===== src/rtl/ad7606_uart_frame.sv =====
// Snapshots eight AD7606 channel words and sends them as a 19-byte
// 8N1 UART frame: AA 55, ch1..ch8 big-endian, mod-256 byte checksum.
module ad7606_uart_frame #(
    parameter int CLK_FREQ = 50_000_000,
    parameter int BAUD     = 115200,
    parameter int DECIM    = 1
) (
    input  logic        clk,
    input  logic        rst,
    input  logic        frame_valid,
    input  logic [15:0] ad_ch1,
    input  logic [15:0] ad_ch2,
    input  logic [15:0] ad_ch3,
    input  logic [15:0] ad_ch4,
    input  logic [15:0] ad_ch5,
    input  logic [15:0] ad_ch6,
    input  logic [15:0] ad_ch7,
    input  logic [15:0] ad_ch8,
    output logic        uart_tx,
    output logic        busy,
    output logic [7:0]  drop_cnt
);

    localparam int BIT_DIV = CLK_FREQ / BAUD;
    localparam int CW = (BIT_DIV > 1) ? $clog2(BIT_DIV) : 1;
    localparam logic [CW-1:0] BIT_LAST = CW'(BIT_DIV - 1);
    localparam logic [7:0] DEC_LAST = 8'(DECIM - 1);
    localparam logic [4:0] BYTE_LAST = 5'd18;

    localparam logic [1:0] S_IDLE  = 2'd0;
    localparam logic [1:0] S_START = 2'd1;
    localparam logic [1:0] S_DATA  = 2'd2;
    localparam logic [1:0] S_STOP  = 2'd3;

    logic [1:0]    state_q, state_d;
    logic [CW-1:0] baud_q, baud_d;
    logic [2:0]    bit_q, bit_d;
    logic [4:0]    byte_q, byte_d;
    logic [7:0]    dec_q, dec_d;
    logic [7:0]    drop_q, drop_d;
    logic [127:0]  snap_q, snap_d;
    logic [7:0]    csum_q, csum_d;
    logic          tx_q, tx_d;

    logic          req;
    logic          accept;
    logic          bit_end;
    logic [127:0]  in_vec;
    logic [7:0]    csum_in;
    logic [7:0]    cur_byte;
    logic [3:0]    dsel;

    assign in_vec = {ad_ch1, ad_ch2, ad_ch3, ad_ch4,
                     ad_ch5, ad_ch6, ad_ch7, ad_ch8};

    assign busy     = (state_q != S_IDLE);
    assign uart_tx  = tx_q;
    assign drop_cnt = drop_q;

    always_comb begin
        csum_in = 8'h00;
        for (int i = 0; i < 16; i++) begin
            csum_in = csum_in + in_vec[8*i +: 8];
        end
    end

    // Decimation, accept/drop decision and snapshot capture
    always_comb begin
        dec_d = dec_q;
        req   = 1'b0;
        if (frame_valid) begin
            if (dec_q == DEC_LAST) begin
                dec_d = 8'h00;
                req   = 1'b1;
            end else begin
                dec_d = dec_q + 8'd1;
            end
        end
        accept = req && (state_q == S_IDLE);
        drop_d = drop_q;
        if (req && (state_q != S_IDLE) && (drop_q != 8'hFF)) begin
            drop_d = drop_q + 8'd1;
        end
        snap_d = accept ? in_vec : snap_q;
        csum_d = accept ? csum_in : csum_q;
    end

    always_comb begin
        state_d = state_q;
        baud_d  = baud_q;
        bit_d   = bit_q;
        byte_d  = byte_q;
        bit_end = (baud_q == BIT_LAST);
        case (state_q)
            S_IDLE: begin
                if (accept) begin
                    state_d = S_START;
                    baud_d  = '0;
                    bit_d   = 3'd0;
                    byte_d  = 5'd0;
                end
            end
            S_START: begin
                if (bit_end) begin
                    baud_d  = '0;
                    bit_d   = 3'd0;
                    state_d = S_DATA;
                end else begin
                    baud_d = baud_q + CW'(1);
                end
            end
            S_DATA: begin
                if (bit_end) begin
                    baud_d = '0;
                    if (bit_q == 3'd7) begin
                        state_d = S_STOP;
                    end else begin
                        bit_d = bit_q + 3'd1;
                    end
                end else begin
                    baud_d = baud_q + CW'(1);
                end
            end
            default: begin
                if (bit_end) begin
                    baud_d = '0;
                    if (byte_q == BYTE_LAST) begin
                        state_d = S_IDLE;
                        byte_d  = 5'd0;
                    end else begin
                        state_d = S_START;
                        byte_d  = byte_q + 5'd1;
                    end
                end else begin
                    baud_d = baud_q + CW'(1);
                end
            end
        endcase
    end

    // Line level is derived from the next state so uart_tx is a clean flop
    always_comb begin
        dsel = 4'(byte_d - 5'd2);
        if (byte_d == 5'd0) begin
            cur_byte = 8'hAA;
        end else if (byte_d == 5'd1) begin
            cur_byte = 8'h55;
        end else if (byte_d == BYTE_LAST) begin
            cur_byte = csum_q;
        end else begin
            cur_byte = snap_q[{~dsel, 3'b000} +: 8];
        end
        case (state_d)
            S_START: tx_d = 1'b0;
            S_DATA:  tx_d = cur_byte[bit_d];
            default: tx_d = 1'b1;
        endcase
    end

    always_ff @(posedge clk or posedge rst) begin
        if (rst) begin
            state_q <= S_IDLE;
            baud_q  <= '0;
            bit_q   <= 3'd0;
            byte_q  <= 5'd0;
            dec_q   <= 8'h00;
            drop_q  <= 8'h00;
            snap_q  <= '0;
            csum_q  <= 8'h00;
            tx_q    <= 1'b1;
        end else begin
            state_q <= state_d;
            baud_q  <= baud_d;
            bit_q   <= bit_d;
            byte_q  <= byte_d;
            dec_q   <= dec_d;
            drop_q  <= drop_d;
            snap_q  <= snap_d;
            csum_q  <= csum_d;
            tx_q    <= tx_d;
        end
    end

endmodule

===== config.mk =====
export PLATFORM = sky130hd
export DESIGN_NAME = ad7606_uart_frame
export DESIGN_NICKNAME = d
export VERILOG_FILES = /design/src/rtl/ad7606_uart_frame.sv
export SDC_FILE = /design/constraint.sdc
export NUM_CORES = 1
export LEC_CHECK = 0
export ABC_AREA = 0
export BUFFER_PORTS_ARGS = -buffer_cell sky130_fd_sc_hd__buf_2
export CAP_MARGIN = 15
export CORE_MARGIN = 2
export CORE_UTILIZATION = 40
export CTS_CLUSTER_SIZE = 28
export DETAILED_ROUTE_END_ITERATION = 6
export GPL_ROUTABILITY_DRIVEN = 0
export PLACE_DENSITY = 0.64
export SYNTH_ARGS = -nofsm -noshare
export SYNTH_HDL_FRONTEND = slang
export SYNTH_SLANG_ARGS = --single-unit
export TNS_END_PERCENT = 20

===== constraint.sdc =====
create_clock -name clk -period 6.9 [get_ports clk]
set_input_delay 1.38 -clock clk [delete_from_list [all_inputs] [get_ports clk]]
set_output_delay 1.38 -clock clk [all_outputs]
set_load 0.005 [all_outputs]

Word-level counts from Yosys, hierarchy flattened
Cells that the tools add are included.
{"block": "word_totals", "input_bits": 131, "ff_bits": 172}
{"block": "op_classes", "n_addsub": 21, "reduce_logical": 8, "shift": 1, "n_lt_le_gt_ge": 1, "bitwise_logic": 1, "n_mux": 28, "n_eq_ne": 11}
{"op": "$shiftx 128x8->8", "n": 1}
{"op": "$add 8x8->8", "n": 15}
{"op": "$mux 8", "n": 4}
{"op": "$mux 9", "n": 3}
{"op": "$add 8x1->8 const B", "n": 2}
{"op": "$mux 5", "n": 3}
{"op": "$mux 3", "n": 4}
{"op": "$eq 5x5->1 const B", "n": 2}
{"op": "$mux 2", "n": 5}
{"op": "$pmux 5 s2", "n": 1}
{"op": "$add 9x1->9 const B", "n": 1}
{"op": "$eq 9x9->1 const B", "n": 1}
{"op": "$pmux 3 s3", "n": 1}
{"op": "$logic_not 8->1", "n": 1}
{"op": "$ne 8x8->1 const B", "n": 1}
{"op": "$pmux 2 s3", "n": 1}
{"op": "$add 5x1->5 const B", "n": 1}
{"op": "$eq 5x1->1 const B", "n": 1}
{"op": "$logic_not 5->1", "n": 1}
{"op": "$eq 2x1->1 const B", "n": 2}
{"op": "$eq 2x2->1 const B", "n": 2}
{"op": "$lt 3x4->1 const B", "n": 1}
{"op": "$mux 1", "n": 4}
{"op": "$not 4->4", "n": 1}
{"op": "10 further kinds", "n": 12}

Longest topological paths before layout
{"block": "logic_depth", "word_depth": 15, "depth_mapped": 21}

Worst setup path before layout
Ideal clock, no wire load.
{"block": "synth_timing", "kind": "input port to flip-flop", "start": "in ad_ch1[3]", "end": "reg csum_q[7]", "cell_stages": 17, "n_path_buf": 0, "t_arrival_ps": 5793, "required_time_ps": 6765, "path_slack_ps": 971, "cell_sequence": "inv_1 > fa_1 > inv_1 > fa_1 > fa_1 > fa_1 > fa_1 > inv_1 > fa_1 > inv_1 > ha_1 > a21o_1 > a21oi_1 > o21bai_1 > a21oi_1 > xnor2_1 > o21ai_0"}
{"block": "synth_via", "elab_chain_len": 2}
{"item": "start: declaration", "line_no": "11", "rtl": "input logic [15:0] ad_ch1,"}
{"item": "$add 8x8->8 (2 in series)", "line_no": "63", "rtl": "csum_in = csum_in + in_vec[8*i +: 8];"}
{"item": "end signal: assignment", "line_no": "179", "rtl": "csum_q <= csum_d;"}
{"item": "end: declaration", "line_no": "42", "rtl": "logic [7:0] csum_q, csum_d;"}
Every way passes these cells.
A chain may end at the register's enable or synchronous reset.

Worst setup path in the final report
Ends and elaborated chain as after synthesis.

==> results.yml <==
timing:
  slew_viol_final: 0
  min_period_over_period: 0.836
  worst_pin_slew_ps: 1050
  setup_tns_ps: 0
  hold_viol_final: 0
  period_needed_ps: 5770
  rsz0062_at_grt: "false"
  relSlewSlack: 0.298
  setup_viol: 0
  skew_ps: 14.2
  clock.fmax_mhz: 173
  setup_ws_ps: 1130
worst_setup_path:
  rrSetupSlack_ps: 1840
  r2r_end: "uart_tx"
  criticalPathCategory: "primary input to register"
  crit_arrival_ps: 6060
  crit_required_ps: 7190
  crit_start: "ad_ch1[3]"
  end_kind: "register"
  cp-start-kind: "primary input"
  endpoint: "csum_q[7]"
  cp_max_fo: 2
  regToRegStartpoint: "state_q[0]"
  reg2reg_depth: 15
global_routing:
  grt_max_degree: 78
  gr-total-overflow: 0
  grt.total_usage: 0.192
  grt_pass1_wl_mm: 43.4
  antenna_found_initial: 0
  grt_pass1_vias: 8044
power:
  power_density_nw_per_um2: 326
  irDropWorstVdd_v: 0.000324
  power.leakage_nw: 6.53
  power.total_w: 0.00422
floorplan:
  die_w_um: 172
  rows: 61
  dieHeight_um: 172
  fp.dieArea_um2: 29500
  start_util: 0.406
  fp.coreArea_um2: 27700
  boundaryPins: 141
drt:
  dr.max_layer_used: "met4"
  drc: 0
  drtIter0Drc: 378
  wl_met3_um: 707
  wl_met1_mm: 12.7
  wl_per_cell_um: 17.3
  dr_wl_met2_mm: 12.8
  postRouteAntennaNets: 0
  viasPerCell: 4.98
  vias: 7654
  wl_mm: 26.6
  dr.pass1.iters: 4
cells_and_area:
  diodes: 0
  syn_to_final_growth_pct: 15.0
  layout-drive-gt1-share: 0.266
  nNetsFinal: 1391
clock_network:
  clk_pin_slew_ps: 70
  numCtsBuffers: 17
  insertion_delay_ps: 440
  cts_num_sinks: 172
  postCtsHoldBufs: 0
  cts_setup_buffers: 0
  htree_num_levels: 4
  cts_tree: "yes"
  post_cts_resized: 0
  cts_buffer_depth: 2
  root_buffer: "clkbuf_16"
logic_synthesis:
  synth_flop_cell: "dfrtp_1"
  yosysWarnings: 0
  ys_seq_area_frac: 0.383
  ys_top_cells_by_area: "dfrtp_1, fa_1, mux2_2"
  synth_top_cell_by_area: "dfrtp_1"
  synth_nets: 1264
  async_reset_ff_frac: 1.00
  synth.top_cell.area_share: 0.380
  synth_seq_cells: 172
  netlist_instances: 1020
  synth_cell_types: 65
  syn-mean-instance-area_um2: 11.0
  synth-edff-count: 0
  synth.cell_area_um2: 11200
placement:
  numPortBuffers: 140
  dp.final_hpwl_mm: 20.2
  dp_slack_ps: 667
run_status:
  outcome: "finished clean"
flow_run:
  drv_cap: 0
min_path:
  hp-class: "register to register"
[where the power goes]
part	switching, W	total [W]	internal [W]
Clock	0.000442	0.000993	0.000551
Sequential	0.0000381	0.00107	0.00104
Combinational	0.00113	0.00215	0.00102
[state kept, by name (all words and copies together), names as in the netlist]
| name | count |
|---|---|
| snap_q | 128 |
| baud_q | 9 |
| csum_q | 8 |
| dec_q | 8 |
| drop_cnt | 8 |
| byte_q | 5 |
| bit_q | 3 |
| state_q | 2 |
| uart_tx | 1 |
[metrics by stage]
| step | cell area, µm² | hold WS [ps] | util | instances |
|---|---|---|---|---|
| floorplan | 11200 | 442 | - | 1020 |
| global placement | 12300 | 455 | 0.445 | 1506 |
| detailed placement | 12300 | 469 | 0.445 | 1506 |
| CTS | 12900 | 484 | 0.467 | 1538 |
| global route | 12900 | 511 | 0.467 | 1538 |
| finish | 12900 | 482 | 0.467 | 1538 |
[critical path, cell delays in order]
cell and delay, ps:
buf_2 80, inv_1 50, fa_1 530, inv_1 50, fa_1 500, fa_1 550, fa_1 520, fa_1 550
inv_1 50, fa_1 580, inv_1 60, ha_1 280, a21o_1 170, a21oi_1 220, o21bai_1 90, a21oi_1 180
xnor2_1 130, o21ai_0 80
[worst min-delay path by stage]
| stage | start | end | cells after the start |
|---|---|---|---|
| 5_1_grt | snap_q[41] | snap_q[41] | 2 |
| 2_1_floorplan | snap_q[104] | snap_q[104] | 2 |
| 6_report | snap_q[113] | snap_q[113] | 2 |
| 4_1_cts | csum_q[5] | csum_q[5] | 2 |
| 3_3_place_gp | snap_q[10] | snap_q[10] | 2 |
| 3_5_place_dp | snap_q[41] | snap_q[41] | 2 |
[cell usage after synthesis (all sizes together), types with 5 or more instances]
library cell,instances
nand4,8
dfrtp,171
o21ai,65
clkbuf,28
fa,87
nand3,23
a21oi,13
nor2,23
a22o,5
nand2b,5
mux2i,59
nor3,6
inv,144
buf,14
xor2,14
o211ai,5
ha,26
a211oi,7
mux2,103
xnor2,35
and3,9
nand3b,5
nand2,103
[cell type report]
class / instances / area (µm²)
fill: 2574 / 14800
timing repair buffer: 150 / 788
tap: 378 / 473
clock inverter: 14 / 158
inverter: 144 / 546
sequential: 172 / 4310
clock buffer: 18 / 439
multi-input combinational: 662 / 6230
[per-layer routing]
metal  GRT usage  vias to the layer above
met4      0.0508                        0
met1       0.271                     3876
met2       0.312                      118
li1            -                     3638
met5           0                        -
met3      0.0267                       22
[cells in the final DEF (no fill, tap or decap), types with 13 or more instances in the layout]
master / n
mux2_2: 103
a21oi_1: 13
nand2_1: 101
dfrtp_1: 171
nand3_1: 23
fa_1: 87
xor2_1: 14
ha_1: 26
buf_2: 140
inv_1: 143
nor2_1: 23
mux2i_1: 59
o21ai_0: 64
xnor2_1: 35
clkbuf_16: 17
[cells by family after synthesis]
family	count (synthesis)	synth area share
flip-flops	172	0.383
buffers and inverters	186	0.0645
adder cells (fa/ha/maj)	113	0.184
multiplexers	166	0.164
AND/OR/NAND/NOR	206	0.0938
AO/OA/AOI/OAI	128	0.0733
XOR/XNOR	49	0.0382
Note: power is estimated with default switching activity, not from simulation.
